==> src/rtl/board_pkg.sv <==
`default_nettype none
// +----------------------------------------------------------------------------+
// | Module      : board_pkg                                                    |
// | Description : Shared definitions for the board scanner: cell-state codes,  |
// |               board geometry, count width and scanner FSM encoding.        |
// | Revision    : 1.0  initial release                                         |
// +----------------------------------------------------------------------------+
package board_pkg;

  // Board geometry
  localparam int N_CELLS = 16;
  localparam int CELL_W  = 2;
  localparam int BUS_W   = N_CELLS * CELL_W;

  // Counts must reach N_CELLS, hence one extra bit over log2(N_CELLS)
  localparam int CNT_W   = $clog2(N_CELLS) + 1;

  // Cell-state codes driven by the cell array
  localparam logic [CELL_W-1:0] CELL_EMPTY = 2'b00;
  localparam logic [CELL_W-1:0] CELL_SHIP  = 2'b01;
  localparam logic [CELL_W-1:0] CELL_MISS  = 2'b10;
  localparam logic [CELL_W-1:0] CELL_HIT   = 2'b11;

  // Scanner FSM encoding
  typedef enum logic [2:0] {
    S_IDLE    = 3'd0,
    S_WAIT    = 3'd1,
    S_CAPTURE = 3'd2,
    S_SCAN    = 3'd3,
    S_DONE    = 3'd4
  } state_t;

endpackage : board_pkg
`default_nettype wire

==> src/rtl/cell_tally.sv <==
`default_nettype none
// +----------------------------------------------------------------------------+
// | Module      : cell_tally                                                   |
// | Description : Decodes one cell-state code into three one-hot increment     |
// |               enables (hit / miss / ship). EMPTY raises none of them.      |
// | Revision    : 1.0  initial release                                         |
// | Ports       : code_i  - cell-state code                                    |
// |               en_i    - qualifies the decode (scan in progress)            |
// |               hit_o   - cell is HIT                                        |
// |               miss_o  - cell is MISS                                       |
// |               ship_o  - cell is SHIP                                       |
// +----------------------------------------------------------------------------+
module cell_tally
  import board_pkg::*;
(
  input  logic [CELL_W-1:0] code_i,
  input  logic              en_i,
  output logic              hit_o,
  output logic              miss_o,
  output logic              ship_o
);

  always_comb begin
    hit_o  = 1'b0;
    miss_o = 1'b0;
    ship_o = 1'b0;
    if (en_i) begin
      case (code_i)
        CELL_SHIP: ship_o = 1'b1;
        CELL_MISS: miss_o = 1'b1;
        CELL_HIT:  hit_o  = 1'b1;
        default:   ;
      endcase
    end
  end

endmodule : cell_tally
`default_nettype wire

==> src/rtl/board_scanner.sv <==
`default_nettype none
// +----------------------------------------------------------------------------+
// | Module      : board_scanner                                                |
// | Description : After each accepted fire, waits SETTLE cycles, snapshots the |
// |               4x4 cell-state bus, walks the 16 cells one per clock and     |
// |               publishes hit / miss / ship counts, a saturating shot count  |
// |               and a sticky game_over flag.                                 |
// | Revision    : 1.0  initial release                                         |
// | Ports       : clk, reset (async, active-high)                              |
// |               board_state - live cell bus, CELL_W bits per cell            |
// |               fire, error - one-cycle fire pulse; ignored while error=1    |
// |               hits, misses, ships_left - counts from the last scan         |
// |               shots       - accepted fires, saturating                     |
// |               game_over   - sticky: hits>0 and no ships at end of a scan   |
// |               scan_valid  - one-cycle pulse when the counts update         |
// |               busy        - high whenever the FSM is not idle              |
// +----------------------------------------------------------------------------+
module board_scanner
  import board_pkg::*;
#(
  parameter int SETTLE = 2,
  parameter int SHOT_W = 8
) (
  input  logic              clk,
  input  logic              reset,
  input  logic [BUS_W-1:0]  board_state,
  input  logic              fire,
  input  logic              error,
  output logic [CNT_W-1:0]  hits,
  output logic [CNT_W-1:0]  misses,
  output logic [CNT_W-1:0]  ships_left,
  output logic [SHOT_W-1:0] shots,
  output logic              game_over,
  output logic              scan_valid,
  output logic              busy
);

  localparam int SET_W = (SETTLE > 1) ? $clog2(SETTLE) : 1;
  localparam int IDX_W = $clog2(N_CELLS);

  state_t             state_q, state_d;
  logic [SET_W-1:0]   settle_q;
  logic [IDX_W-1:0]   idx_q;
  logic [BUS_W-1:0]   snap_q;
  logic [CNT_W-1:0]   hit_acc_q, miss_acc_q, ship_acc_q;
  logic [CNT_W-1:0]   hits_q, misses_q, ships_q;
  logic [SHOT_W-1:0]  shots_q;
  logic               game_over_q;
  logic               scan_valid_q;
  logic               pending_q;

  logic fire_ok;
  logic settle_done;
  logic scan_last;
  logic inc_hit, inc_miss, inc_ship;

  assign fire_ok     = fire && !error && !game_over_q;
  assign settle_done = (settle_q == SET_W'(SETTLE - 1));
  assign scan_last   = (idx_q == IDX_W'(N_CELLS - 1));

  // The snapshot is shifted right each scan cycle, so the current cell
  // always sits in the low CELL_W bits.
  cell_tally u_cell_tally (
    .code_i (snap_q[CELL_W-1:0]),
    .en_i   (state_q == S_SCAN),
    .hit_o  (inc_hit),
    .miss_o (inc_miss),
    .ship_o (inc_ship)
  );

  // FSM state register
  always_ff @(posedge clk or posedge reset) begin
    if (reset) begin
      state_q <= S_IDLE;
    end else begin
      state_q <= state_d;
    end
  end

  // FSM next-state
  always_comb begin
    state_d = state_q;
    case (state_q)
      S_IDLE:    if (fire_ok || pending_q) state_d = S_WAIT;
      S_WAIT:    if (settle_done)          state_d = S_CAPTURE;
      S_CAPTURE:                           state_d = S_SCAN;
      S_SCAN:    if (scan_last)            state_d = S_DONE;
      S_DONE:                              state_d = S_IDLE;
      default:                             state_d = S_IDLE;
    endcase
  end

  // Datapath: settle counter, snapshot shifter, accumulators, outputs
  always_ff @(posedge clk or posedge reset) begin
    if (reset) begin
      settle_q     <= '0;
      idx_q        <= '0;
      snap_q       <= '0;
      hit_acc_q    <= '0;
      miss_acc_q   <= '0;
      ship_acc_q   <= '0;
      hits_q       <= '0;
      misses_q     <= '0;
      ships_q      <= '0;
      shots_q      <= '0;
      game_over_q  <= 1'b0;
      scan_valid_q <= 1'b0;
      pending_q    <= 1'b0;
    end else begin
      scan_valid_q <= 1'b0;

      // Every accepted fire counts, whatever the FSM is doing
      if (fire_ok && (shots_q != {SHOT_W{1'b1}})) begin
        shots_q <= shots_q + 1'b1;
      end

      // IDLE always consumes a pending request (it moves to WAIT), and a
      // fire seen in IDLE starts the scan directly, so only busy-time fires
      // are remembered.
      if (state_q == S_IDLE) begin
        pending_q <= 1'b0;
      end else if (fire_ok) begin
        pending_q <= 1'b1;
      end

      if (state_q == S_WAIT) begin
        settle_q <= settle_q + 1'b1;
      end else begin
        settle_q <= '0;
      end

      case (state_q)
        S_CAPTURE: begin
          snap_q     <= board_state;
          hit_acc_q  <= '0;
          miss_acc_q <= '0;
          ship_acc_q <= '0;
          idx_q      <= '0;
        end
        S_SCAN: begin
          snap_q     <= snap_q >> CELL_W;
          idx_q      <= idx_q + 1'b1;
          hit_acc_q  <= hit_acc_q  + CNT_W'(inc_hit);
          miss_acc_q <= miss_acc_q + CNT_W'(inc_miss);
          ship_acc_q <= ship_acc_q + CNT_W'(inc_ship);
        end
        S_DONE: begin
          hits_q       <= hit_acc_q;
          misses_q     <= miss_acc_q;
          ships_q      <= ship_acc_q;
          scan_valid_q <= 1'b1;
          if ((hit_acc_q != '0) && (ship_acc_q == '0)) begin
            game_over_q <= 1'b1;
          end
        end
        default: ;
      endcase
    end
  end

  assign hits       = hits_q;
  assign misses     = misses_q;
  assign ships_left = ships_q;
  assign shots      = shots_q;
  assign game_over  = game_over_q;
  assign scan_valid = scan_valid_q;
  assign busy       = (state_q != S_IDLE);

endmodule : board_scanner
`default_nettype wire

==> config.mk <==
export PLATFORM = sky130hd
export DESIGN_NAME = board_scanner
export DESIGN_NICKNAME = d
export VERILOG_FILES = /design/src/rtl/board_pkg.sv /design/src/rtl/cell_tally.sv /design/src/rtl/board_scanner.sv
export SDC_FILE = /design/constraint.sdc
export NUM_CORES = 1
export LEC_CHECK = 0
export ABC_AREA = 1
export BUFFER_PORTS_ARGS = -buffer_cell sky130_fd_sc_hd__buf_4
export CAP_MARGIN = 20
export CELL_PAD_IN_SITES_DETAIL_PLACEMENT = 1
export CELL_PAD_IN_SITES_GLOBAL_PLACEMENT = 1
export CORE_UTILIZATION = 38
export CTS_CLUSTER_SIZE = 12
export DETAILED_ROUTE_END_ITERATION = 8
export PLACE_DENSITY_LB_ADDON = 0.1
export SKIP_CTS_REPAIR_TIMING = 1
export SYNTH_ARGS = -nofsm -noshare
export SYNTH_HDL_FRONTEND = slang
export SYNTH_SLANG_ARGS = --single-unit
export TNS_END_PERCENT = 5
==> constraint.sdc <==
create_clock -name clk -period 2.6 [get_ports clk]
set_input_delay 0.52 -clock clk [delete_from_list [all_inputs] [get_ports clk]]
set_output_delay 0.52 -clock clk [all_outputs]
set_load 0.02 [all_outputs]
Word level (Yosys, flattened, before mapping):

Cells that the tools add are included.

* flip-flop bits (word level): 81
* input port bits: 36
* output and inout port bits: 26
* word-level logic and storage cells: 66

* add/subtract/negate cells: 6
* equal/unequal tests: 12
* mux-type cells: 19
* reduce and logical (&&, ||, !) cells: 15

Operators with widths (number)
* 32-bit case mux with 2 select lines: 1
* 5-bit case mux with 2 select lines: 3
* 5-bit by 1-bit adder with 5-bit output: 3
* 3-bit case mux with 4 select lines: 1
* 1-bit two-way mux: 10
* 3-bit two-way mux: 3
* 8-bit by 1-bit adder with 8-bit output (second input constant): 1
* 8-bit != test (second input constant): 1
* 4-bit case mux with 2 select lines: 1
* 3-bit by 2-bit equality test with 1-bit output (second input constant): 2
* 2-bit != test (second input constant): 3
* 5-bit zero test: 1
* 5-bit nonzero test: 1
* 4-bit by 1-bit adder with 4-bit output (second input constant): 1
* 2-bit equality test (second input constant): 2
* 4-bit equality test (second input constant): 1
* 1-bit logical AND: 4
* 2-bit nonzero test: 2
* 3-bit by 1-bit equality test with 1-bit output (second input constant): 1
* 3-bit equality test (second input constant): 1
* 3-bit zero test: 1
* 3-bit AND reduction: 1
* 3-bit nonzero test: 1
* 2-bit by 1-bit equality test with 1-bit output (second input constant): 1
* 4 further kinds: 5

Depth between registers and ports, before layout:

Gate-level depths: netlist of the first run.

* depth in word-level cells: 6
* depth in mapped cells: 11
* mapped depth without buffers: 10

Modules after synthesis:

Synthesis of the first run repeated with hierarchy kept, for this count alone.

* cell total of the unflattened synthesis: 434
* area, all modules: 3723.6 um^2

Modules (own cells, without submodules)
* board_scanner: instances 1, cells an instance 428, area an instance 3701.0 um^2, sequential area each 2026.9 um^2
* cell_tally: instances 1, cells an instance 6, area an instance 22.5 um^2, sequential area each 0.0 um^2

Least setup slack after synthesis of the first run:

No wires, ideal clock.

* path type: register -> register
* start point: register state_q[2]
* end point: register ship_acc_q[4]
* setup time: 0.076 ns
* data arrival time: 1.694 ns
* required time: 2.524 ns
* path slack: 0.829 ns
* cell stages (with the launch flop): 11
* path buffers: 1
* period minus slack after synthesis: 1.771 ns
* cells stage by stage: dfrtp_1 > inv_2 > nand3_4 > buf_4 > nor3_1 > ha_1 > ha_1 > nand2_1 > nor3_1 > nand2_1 > o21ai_1

* cells in the longest elaborated chain, start to end: 4
* elaborated cells between the ends (all ways): 6
* classes of those cells: add/sub (1); eq/ne (2); mux (2); reduce/logical (1)

RTL lines
* start: declaration: RTL line board_scanner.sv:41 `state_t state_q, state_d;`
* start signal: assignment: RTL line board_scanner.sv:76 `state_q <= state_d;`
* 3-bit by 2-bit equality test with 1-bit output: RTL line board_scanner.sv:65, board_scanner.sv:132
* 1-bit two-way mux: RTL line cell_tally.sv:27 `if (en_i) begin`
* 5-bit by 1-bit adder with 5-bit output: RTL line board_scanner.sv:145 `ship_acc_q <= ship_acc_q + CNT_W'(inc_ship);`
* 5-bit case mux with 2 select lines: RTL line board_scanner.sv:132 `case (state_q)`
* end signal: assignment: RTL line board_scanner.sv:145
* end: declaration: RTL line board_scanner.sv:45 `logic [CNT_W-1:0] hit_acc_q, miss_acc_q, ship_acc_q;`

Parallel ways exist; a longest one is shown, timed or not.
A chain may end at the register's enable or synchronous reset.

Worst setup path after layout of the first run:

* start point: register state_q[1]
* end point: output port busy

* cells in the longest elaborated chain, start to end: 1

RTL lines
* 3-bit nonzero test: RTL line board_scanner.sv:167 `assign busy = (state_q != S_IDLE);`
* end: declaration: RTL line board_scanner.sv:35 `output logic busy`

Every way passes these cells.

==> flow_summary_export.csv, run 1 <==
group,metric,value,unit
floorplanning,io-pin-count,62,
clock_network,tritoncts.num_buffers,9,
final_layout,nets,519,
grt,globalRouteTotalUtil,18.5,%
worst_setup_path,critical_path.max_fanout,36,
final_layout,layout_common_cells,"sky130_fd_sc_hd__dfrtp_1, sky130_fd_sc_hd__nand2_1, sky130_fd_sc_hd__buf_4, sky130_fd_sc_hd__inv_1, sky130_fd_sc_hd__nand3_1",
synthesis,syn_avg_cell_area,9.15,um2
detailed_routing,wire_per_inst,14.4,um
synthesis,synth_cell_type_count,31,
final_layout,post-route-cell-area,4550,um2
floorplanning,placeableCoreArea,9730,um2
synthesis,synth_edf_count,0,
synthesis,synth.ff_latch_count,81,
detailed_routing,firstDrtPassIters,4,
synthesis,gate_count_of_the_mapped_netlist,415,
status,outcome,"finished, final reports clean",
final_layout,multi_input_area,1380,um2
clock_network,tritoncts,"yes",
worst_setup_path,worst_setup_path_start_kind,"flop",
pwr,power-per-cell-area,1040,nW/um2
sta,layout_worst_path_cycle_share,77.6,%
sta,whs,0.236,ns
sta,worst_slew_margin_rel,60.0,%
synthesis,post_synth_main_area_contributors,"sky130_fd_sc_hd__dfrtp_1, sky130_fd_sc_hd__nand2_1, sky130_fd_sc_hd__o221ai_1, sky130_fd_sc_hd__inv_1, sky130_fd_sc_hd__nand3_1",
place,hpwl,6.19,mm
sta,maxClockFrequency,496,MHz
final_layout,mostFrequentLayoutCell,"sky130_fd_sc_hd__dfrtp_1",
grt,antenna_found_initial,0,
worst_setup_path,cp_data_arrival_time,1.50,ns
worst_setup_path,reg2regPathDepth,9,
clock_network,clkTransAtPathRegs,0.08,ns
sta,clock-skew-final,0.00731,ns
pwr,vdd_drop_max,371,uV
final_layout,filler_cell_count,1164,
synthesis,synth.net_count,459,
clock_network,cts_sinks,81,
sta,setup_repair_after_global_routing_missed_its_margin,"false",
final_layout,final_core_util,46.7,%
synthesis,synth_top_cell_by_area,"sky130_fd_sc_hd__dfrtp_1",
place,gp_congestion,0.768,
grt,via_count_of_the_first_global_routing_pass,3013,
synthesis,async_reset_ff_share,100,%
detailed_routing,detail-route-antenna-nets,0,
place,place.port_buffers,61,
detailed_routing,viasPerCell,4.92,
grt,grt_start_max_net_pins,37,
sta,tightestPinTransition,0.599,ns
min_path,timing.hold.worst.class,"primary input to asynchronous set/reset pin",
pwr,p_leak,2.21,nW
sta,period_needed,2.02,ns
sta,finalMaxSlewViolations,0,
sta,final-hold-violation-count,0,
final_layout,antenna_cells_inserted,0,
synthesis,count_of_synthesis_stage_warnings_from_yosys,0,
synthesis,synthDominantCellAreaShare,53.4,%
floorplanning,die_x_extent,102,um
sta,setup_violations,0,
worst_setup_path,timing.setup.critical_path_class,"flop to primary output",
place,place_inst,597,
grt,grt_overflow,0,
synthesis,synthesis.area,3800,um2
final_layout,drive_gt1_share,20.9,%
floorplanning,design.die.area,10400,um2
detailed_routing,drt_first_iter_violations,98,
synthesis,postSynth.topFlopCell,"sky130_fd_sc_hd__dfrtp_1",
detailed_routing,post-route-drc-count,0,
detailed_routing,detailroute.via_count,3013,
place,placed_area,4370,um2
final_layout,syn_to_layout_area_delta,19.8,%
floorplanning,initial_core_util,39.0,%
synthesis,sequential_element_share_of_the_synthesized_area,53.4,%
clock_network,clk_latency,0.35,ns
final_layout,final-seq-area,2030,um2
final_layout,stdcell_count,612,
clock_network,h_tree_level_count,3,
run,cap_viol_max_count,0,
clock_network,cts_max_path_buffers,2,
floorplanning,core.rowCount,36,
pwr,finalPower,4.75,mW
detailed_routing,route.final.wire_length,8.79,mm
floorplanning,die_height,102,um
sta,tns,0,ns
worst_setup_path,worstPathRequired,2.08,ns
worst_setup_path,timing.critical_path.to_type,"primary output",
clock_network,clock_tree.root_cell,"sky130_fd_sc_hd__clkbuf_8",
place,dp_worst_setup_slack,0.644,ns
sta,setup_ws,0.583,ns
grt,grt_first_pass_wirelength,14.8,mm
[cell type report]
type	count	share of cell area, %
clock buffers	12	3.63
clock inverters	3	0.330
inverters	67	5.61
multi-input cells	248	30.4
flip-flops and latches	81	44.6
well taps	133	3.66
repair buffers	68	11.8
[state kept, by name, indices dropped and copies added, names as in the netlist]
register and cells:
miss_acc_q 5, hit_acc_q 5, hits 5, scan_valid 1
pending_q 1, ships_left 5, game_over 1, misses 5
snap_q 32, shots 8, ship_acc_q 5, settle_done 1
idx_q 4, state_q 3
[power breakdown]
| group | switching [mW] | total (mW) | internal (mW) |
|---|---|---|---|
| Combinational | 1.24 | 1.97 | 0.725 |
| Sequential | 0.230 | 1.92 | 1.69 |
| Clock | 0.442 | 0.858 | 0.416 |
[logic make-up after synthesis]
kind of cell    after synthesis  synth area share (%)
simple gates                166                  19.9
buf+inv                      86                  10.2
flops                        81                  53.4
compound gates               69                  12.8
fa+ha+maj                     8                  2.64
xor+xnor                      5                  1.15
[layer usage]
layer	vias up	wire length (um)	GRT usage [%]	part of all wire, %
li1	1500	-	-	-
met1	1464	4140	24.5	47
met2	40	4280	29.8	49
met3	9	246	4.31	2.8
met4	0	122	6.59	1.4
met5	-	0	0	0
[cell usage after synthesis (all sizes together), types with 2 or more instances]
master and count:
nand2 82, dfrtp 81, inv 67, nand3 47, o21ai 33, o221ai 29
nor2 22, buf 18, ha 8, nor3 7, nand4 5, o31ai 4
xor2 4, nand3b 2
[path summary, 6_finish.rpt]
path / startpoint / endpoint / slack (ns)
setup / recovery: state_q[1] / busy / 0.58
hold / removal: reset / shots[6] / 0.24
setup reg to reg: state_q[2] / ship_acc_q[4] / 0.65
hold reg to reg: misses[4] / misses[4] / 0.49
max in group asynchronous: reset / hits[2] / 1.70
min in group clk: board_state[12] / snap_q[12] / 0.40
[worst max-delay path, cell delays in order, from the launching register on]
cell	delay, ns
sky130_fd_sc_hd__dfrtp_1	0.41
sky130_fd_sc_hd__buf_4	0.26
sky130_fd_sc_hd__nor2_1	0.25
sky130_fd_sc_hd__inv_2	0.06
sky130_fd_sc_hd__buf_4	0.16
Power figures use the tool's default switching activity.
==> run 2: changes to the inputs <==
--- a/config.mk
+++ b/config.mk
@@ -5,12 +5,12 @@
 export SDC_FILE = /design/constraint.sdc
 export NUM_CORES = 1
 export LEC_CHECK = 0
-export ABC_AREA = 1
+export ABC_AREA = 0
 export BUFFER_PORTS_ARGS = -buffer_cell sky130_fd_sc_hd__buf_4
 export CAP_MARGIN = 20
 export CELL_PAD_IN_SITES_DETAIL_PLACEMENT = 1
 export CELL_PAD_IN_SITES_GLOBAL_PLACEMENT = 1
-export CORE_UTILIZATION = 38
+export CORE_UTILIZATION = 44
 export CTS_CLUSTER_SIZE = 12
 export DETAILED_ROUTE_END_ITERATION = 8
 export PLACE_DENSITY_LB_ADDON = 0.1
==> constraint.sdc (replaced) <==
create_clock -name clk -period 2.04 [get_ports clk]
set_input_delay 0.408 -clock clk [delete_from_list [all_inputs] [get_ports clk]]
set_output_delay 0.408 -clock clk [all_outputs]
set_load 0.02 [all_outputs]
==> run 2 against run 1 <==
Net effect:
- non-clock buffer count rose by 5
- power rose by 35%
- die area fell by 14%
- clock skew fell by 0.00099 ns
- routed wire length fell by 10%
- register-to-register slack got worse by 0.49 ns
- synthesized area fell by 0.92%
- clock power rose by 39%
- first-iteration DRC count rose by 6.1%
- sequential share of layout area fell by 0.48 points
- global-route usage rose by 0.27 points
- highest routed layer unchanged
==> flow_summary_export.csv, run 2 <==
group,metric,value,unit
status,outcome,"finished, final reports clean",
final_layout,final-seq-area,2030,um2
sta,setup_repair_after_global_routing_missed_its_margin,"false",
grt,via_count_of_the_first_global_routing_pass,2723,
detailed_routing,detail-route-antenna-nets,0,
worst_setup_path,crit_path_top_delay_cell,"sky130_fd_sc_hd__dfrtp_2",
synthesis,count_of_synthesis_stage_warnings_from_yosys,0,
clock_network,tritoncts,"yes",
clock_network,clkTransAtPathRegs,0.08,ns
detailed_routing,viasPerCell,5.30,
grt,antenna_found_initial,0,
synthesis,syn_avg_cell_area,11.0,um2
synthesis,synth_cell_type_count,41,
worst_setup_path,timing.setup.critical_path_class,"flop to primary output",
detailed_routing,drt_first_iter_violations,104,
worst_setup_path,worst_setup_path_start_kind,"flop",
clock_network,clock_tree.root_cell,"sky130_fd_sc_hd__clkbuf_8",
worst_setup_path,maximum_single_stage_delay_on_the_critical_path,0.43,ns
min_path,timing.hold.worst.class,"primary input to asynchronous set/reset pin",
clock_network,cts_max_path_buffers,2,
place,hpwl,5.17,mm
worst_setup_path,cp.depth,3,
worst_setup_path,cp_cell_sequence,"buf_12 -> or3_4 -> buf_4",
place,gp_congestion,0.734,
worst_setup_path,worst-path-buf-inv,2,
synthesis,synthDominantCellAreaShare,53.9,%
sta,final-hold-violation-count,0,
final_layout,filler_cell_count,918,
worst_setup_path,cp_data_arrival_time,1.49,ns
pwr,vdd_drop_max,513,uV
sta,period_needed,1.89,ns
clock_network,tritoncts.num_buffers,9,
final_layout,drive_gt1_share,28.2,%
clock_network,cts_sinks,81,
final_layout,max_flop_register,"snap_q",
synthesis,synth_edf_count,0,
worst_setup_path,path_delay_family,"flip-flops",
synthesis,async_reset_ff_share,100,%
sta,clock-skew-final,0.00632,ns
floorplanning,design.die.area,8920,um2
floorplanning,core.rowCount,33,
worst_setup_path,worstPathRequired,1.63,ns
sta,whs,0.116,ns
floorplanning,die_x_extent,94.5,um
synthesis,synth_top_cell_by_area,"sky130_fd_sc_hd__dfrtp_1",
final_layout,largest_reg_flops,32,
worst_setup_path,reg2regPathDepth,8,
sta,maxClockFrequency,528,MHz
floorplanning,placeableCoreArea,8260,um2
final_layout,mostFrequentLayoutCell,"sky130_fd_sc_hd__dfrtp_1",
clock_network,clk_latency,0.35,ns
final_layout,final_core_util,55.7,%
sta,setup_violations,0,
final_layout,nets,450,
synthesis,gate_count_of_the_mapped_netlist,341,
worst_setup_path,critical_path.max_fanout,26,
grt,globalRouteTotalUtil,18.8,%
clock_network,h_tree_level_count,3,
grt,grt_first_pass_wirelength,13.0,mm
synthesis,sequential_element_share_of_the_synthesized_area,53.9,%
final_layout,stdcell_count,516,
pwr,finalPower,6.41,mW
sta,worst_slew_margin_rel,57.0,%
detailed_routing,wire_per_inst,15.3,um
place,place_inst,498,
pwr,power-per-cell-area,1390,nW/um2
detailed_routing,route.final.wire_length,7.87,mm
final_layout,syn_to_layout_area_delta,22.3,%
synthesis,synth.ff_latch_count,81,
floorplanning,die_height,94.5,um
synthesis,synth.net_count,385,
synthesis,synthesis.area,3760,um2
synthesis,yosys-top-cells-count,"sky130_fd_sc_hd__dfrtp_1, sky130_fd_sc_hd__nand2_1, sky130_fd_sc_hd__o21ai_0",
grt,grt_overflow,0,
place,dp_worst_setup_slack,0.170,ns
final_layout,layout_common_cells,"sky130_fd_sc_hd__dfrtp_1, sky130_fd_sc_hd__buf_4, sky130_fd_sc_hd__nand2_1, sky130_fd_sc_hd__o21ai_0, sky130_fd_sc_hd__mux2i_1",
floorplanning,io-pin-count,62,
detailed_routing,detailroute.via_count,2735,
synthesis,post_synth_main_area_contributors,"sky130_fd_sc_hd__dfrtp_1, sky130_fd_sc_hd__mux2i_1, sky130_fd_sc_hd__o21ai_0, sky130_fd_sc_hd__nand2_1, sky130_fd_sc_hd__mux2_4",
detailed_routing,firstDrtPassIters,4,
final_layout,antenna_cells_inserted,0,
sta,tightestPinTransition,0.645,ns
sta,setup_ws,0.145,ns
grt,grt_start_max_net_pins,53,
pwr,p_leak,2.29,nW
place,place.port_buffers,61,
synthesis,yosysMostFrequentCell,"sky130_fd_sc_hd__dfrtp_1",
sta,layout_worst_path_cycle_share,92.9,%
synthesis,postSynth.topFlopCell,"sky130_fd_sc_hd__dfrtp_1",
floorplanning,initial_core_util,45.6,%
final_layout,multi_input_area,1630,um2
run,cap_viol_max_count,0,
worst_setup_path,timing.critical_path.to_type,"primary output",
detailed_routing,post-route-drc-count,0,
sta,finalMaxSlewViolations,0,
-- run 2: cell count changes in the layout (fill, tap and decap cells not counted), moves of 5 or more --
cell and delta:
sky130_fd_sc_hd__a21o_1 +5, sky130_fd_sc_hd__inv_1 -60, sky130_fd_sc_hd__mux2_2 +9, sky130_fd_sc_hd__mux2_4 +8, sky130_fd_sc_hd__mux2i_1 +33, sky130_fd_sc_hd__nand2_1 -21, sky130_fd_sc_hd__nand3_1 -36, sky130_fd_sc_hd__nand4_1 -5
sky130_fd_sc_hd__nor2_1 -9, sky130_fd_sc_hd__o21ai_0 +26, sky130_fd_sc_hd__o21ai_1 -5, sky130_fd_sc_hd__o221ai_1 -29
-- run 2: logic make-up (layout without fill, tap and decap cells) --
kind of cell             Yosys count  count (layout)  synth area share (%)
AND/OR/NAND/NOR                  105             105                  13.7
flip-flops                        81              81                  53.9
AO/OA/AOI/OAI                     70              70                  10.8
multiplexers                      51              51                  15.0
buffers and inverters             22              92                  3.06
adder cells (fa/ha/maj)            8               8                  2.66
XOR/XNOR                           4               4                 0.931
-- run 2: final timing paths --
check	start	slack [ns]	end
max	state_q[0]	0.15	busy
min	reset	0.12	snap_q[25]
max reg2reg	state_q[2]	0.16	miss_acc_q[4]
min reg2reg	snap_q[17]	0.49	snap_q[17]
max in group asynchronous	reset	1.38	ship_acc_q[4]
min in group clk	board_state[30]	0.32	snap_q[30]
-- run 2: final cells by class --
class,instances,share of cell area [%]
flip-flops and latches,81,44.1
multi-input cells,238,35.4
repair buffers,73,13.1
clock buffers,11,3.07
well taps,105,2.86
clock inverters,5,1.20
inverters,3,0.326
-- run 2: worst reg2reg max path, stage by stage (launching register included) --
cell and delay [ns]:
sky130_fd_sc_hd__dfrtp_1 0.38, sky130_fd_sc_hd__and3b_2 0.32, sky130_fd_sc_hd__nand2_1 0.07, sky130_fd_sc_hd__nor2_1 0.11, sky130_fd_sc_hd__ha_1 0.18, sky130_fd_sc_hd__ha_1 0.20, sky130_fd_sc_hd__nand3_1 0.10, sky130_fd_sc_hd__a21o_1 0.19
sky130_fd_sc_hd__a22o_1 0.22
-- run 2: stage by stage --
step / TNS, ns / cell area (um2)
floorplan: 0 / 3770
global placement: 0 / 4370
detailed placement: 0 / 4370
CTS: -0.0497 / 4560
global route: 0 / 4600
finish: 0 / 4600
-- run 2: power breakdown --
part / switching, mW / internal [mW]
Combinational: 1.39 / 1.19
Clock: 0.596 / 0.596
Sequential: 0.431 / 2.21
-- run 2: layer usage --
layer,share of wire [%],global-route usage (%)
met2,49,31.7
met1,46,23.8
met4,1.4,7.95
met3,3.3,3.30
met5,0,0
==> run 3: changes to the inputs <==
--- a/config.mk
+++ b/config.mk
@@ -8,9 +8,9 @@
 export ABC_AREA = 0
 export BUFFER_PORTS_ARGS = -buffer_cell sky130_fd_sc_hd__buf_4
 export CAP_MARGIN = 20
-export CELL_PAD_IN_SITES_DETAIL_PLACEMENT = 1
-export CELL_PAD_IN_SITES_GLOBAL_PLACEMENT = 1
-export CORE_UTILIZATION = 44
+export CELL_PAD_IN_SITES_DETAIL_PLACEMENT = 2
+export CELL_PAD_IN_SITES_GLOBAL_PLACEMENT = 2
+export CORE_UTILIZATION = 36
 export CTS_CLUSTER_SIZE = 12
 export DETAILED_ROUTE_END_ITERATION = 8
 export PLACE_DENSITY_LB_ADDON = 0.1
==> run 3 against run 2 <==
Net effect:
- routed wire length increased by 12%
- global-route usage decreased by 1.1 points
- utilization decreased by 9.4 points
- cell area increased by 0.14%
- sequential power about the same
- clock-buffer cell count increased by 1
==> flow_summary_export.csv, run 3 (synthesis results as in run 2) <==
group,metric,value,unit
status,outcome,"finished, final reports clean",
clock_network,clk_latency,0.35,ns
clock_network,tritoncts.num_buffers,9,
detailed_routing,detailroute.via_count,2813,
floorplanning,die_height,104,um
worst_setup_path,path_delay_family,"simple AND/OR/NAND/NOR gates",
grt,globalRouteTotalUtil,17.7,%
worst_setup_path,cp_data_arrival_time,1.56,ns
pwr,share_of_power_burned_in_combinational_logic,40.3,%
sta,period_needed,1.97,ns
worst_setup_path,timing.critical_path.to_type,"primary output",
grt,grt_start_max_net_pins,82,
place,dp_worst_setup_slack,0.0963,ns
final_layout,mostFrequentLayoutCell,"sky130_fd_sc_hd__dfrtp_1",
final_layout,layout_common_cells,"sky130_fd_sc_hd__dfrtp_1, sky130_fd_sc_hd__buf_4, sky130_fd_sc_hd__nand2_1, sky130_fd_sc_hd__o21ai_0, sky130_fd_sc_hd__mux2i_1",
final_layout,post-route-cell-area,4610,um2
final_layout,largest_reg_flops,32,
pwr,vdd_drop_max,408,uV
final_layout,nets,452,
pwr,total_switching_power,2.46,mW
worst_setup_path,reg2regPathDepth,8,
sta,finalMaxSlewViolations,0,
clock_network,h_tree_level_count,3,
worst_setup_path,r2r-start,"state_q[2]",
detailed_routing,drt_first_iter_violations,63,
final_layout,max_flop_register,"snap_q",
worst_setup_path,maximum_single_stage_delay_on_the_critical_path,0.44,ns
worst_setup_path,critical_path.max_fanout,15,
detailed_routing,route.final.wire_length,8.80,mm
worst_setup_path,crit_path_top_delay_cell,"sky130_fd_sc_hd__or3_2",
final_layout,antenna_cells_inserted,0,
floorplanning,initial_core_util,37.8,%
sta,final-hold-violation-count,0,
sta,whs,0.146,ns
floorplanning,core.rowCount,36,
pwr,relative_contribution_of_sequential_cells_to_total_power,41.1,%
sta,layout_worst_path_cycle_share,96.4,%
pwr,power-per-cell-area,1400,nW/um2
sta,setup_ws,0.0733,ns
pwr,finalPower,6.47,mW
floorplanning,placeableCoreArea,9950,um2
pwr,share_of_total_power_consumed_by_net_switching,38.0,%
worst_setup_path,cp_cell_sequence,"buf_6 -> or3_2 -> buf_4",
worst_setup_path,worst-path-buf-inv,2,
worst_setup_path,timing.setup.critical_path_class,"flop to primary output",
place,place.port_buffers,61,
sta,tns,0,ns
final_layout,multi_input_area,1620,um2
grt,via_count_of_the_first_global_routing_pass,3039,
detailed_routing,firstDrtPassIters,3,
sta,maxClockFrequency,508,MHz
min_path,timing.hold.worst.class,"primary input to asynchronous set/reset pin",
clock_network,clkTransAtPathRegs,0.09,ns
pwr,p_leak,2.29,nW
detailed_routing,met3RoutedLength,260,um
floorplanning,io-pin-count,62,
final_layout,drive_gt1_share,28.4,%
clock_network,cts_max_path_buffers,2,
detailed_routing,viasPerCell,5.16,
pwr,p_clk_share,18.5,%
detailed_routing,post-route-drc-count,0,
worst_setup_path,worst-r2r-setup-slack,0.13,ns
sta,setup_repair_after_global_routing_missed_its_margin,"false",
sta,clock-skew-final,0.0120,ns
grt,antenna_found_initial,0,
final_layout,filler_cell_count,1078,
detailed_routing,maxUsedRoutingLayer,"met4",
detailed_routing,detail-route-antenna-nets,0,
floorplanning,design.die.area,10900,um2
detailed_routing,wire_per_inst,16.1,um
sta,worst_slew_margin_rel,68.9,%
sta,setup_violations,0,
worst_setup_path,worstPathRequired,1.63,ns
run,cap_viol_max_count,0,
clock_network,tritoncts,"yes",
worst_setup_path,worstReg2RegEnd,"miss_acc_q[4]",
final_layout,syn_to_layout_area_delta,22.4,%
final_layout,final-seq-area,2030,um2
place,gp_congestion,0.701,
place,placed_area,4390,um2
clock_network,clock_tree.root_cell,"sky130_fd_sc_hd__clkbuf_8",
pwr,intPower,4.01,mW
clock_network,cts_sinks,81,
detailed_routing,routed-wl-met2,4.58,mm
worst_setup_path,worst_setup_path_start_kind,"flop",
grt,grt_overflow,0,
floorplanning,die_x_extent,104,um
detailed_routing,route.layer.met1.wl,3.86,mm
place,hpwl,6.05,mm
grt,grt_first_pass_wirelength,15.3,mm
sta,tightestPinTransition,0.467,ns
run 3: cell type report:
type	instances	share of cell area (%)
multi-input combinational	238	35.2
inverter	3	0.326
tap	133	3.61
timing repair buffer	75	12.6
sequential	81	44.0
clock inverter	3	0.869
clock buffer	12	3.37
run 3: worst max path at each step:
stage | from | endpoint | slack, ns | depth (start not counted)
6_report | state_q[0] | busy | 0.07 | 3
5_1_grt | state_q[1] | busy | 0.005 | 3
4_1_cts | state_q[0] | busy | 0.01 | 3
3_5_place_dp | state_q[2] | miss_acc_q[4] | 0.1 | 8
3_3_place_gp | state_q[2] | miss_acc_q[4] | 0.25 | 8
2_1_floorplan | state_q[1] | miss_acc_q[4] | 0.10 | 10
run 3: tightest hold or removal path, delay by kind of cell:
family	cells	cell delay (ns)
buffers and inverters	3	0.53
run 3: power groups by stage:
stage          registers, mW  clock network (mW)  logic [mW]
3_3_place_gp            2.65                   0        2.51
5_1_grt                 2.75                1.30        2.93
3_5_place_dp            2.70                   0        2.63
4_1_cts                 2.67                1.25        2.64
6_report                2.66                1.20        2.61
2_1_floorplan           2.78                   0        1.58
run 3: layer usage:
layer  up-vias  track usage (%)
met5         -                0
met4         0             5.10
met3        10             3.45
met2        45             30.9
met1      1439             22.3
li1       1319                -
run 3: per-stage QoR:
step                      utilization [%]  cells
final                                46.3    545
after detailed placement             44.1    528
after global routing                 46.3    545
after floorplan                         -    341
after CTS                            46.1    543
after global placement               44.1    528
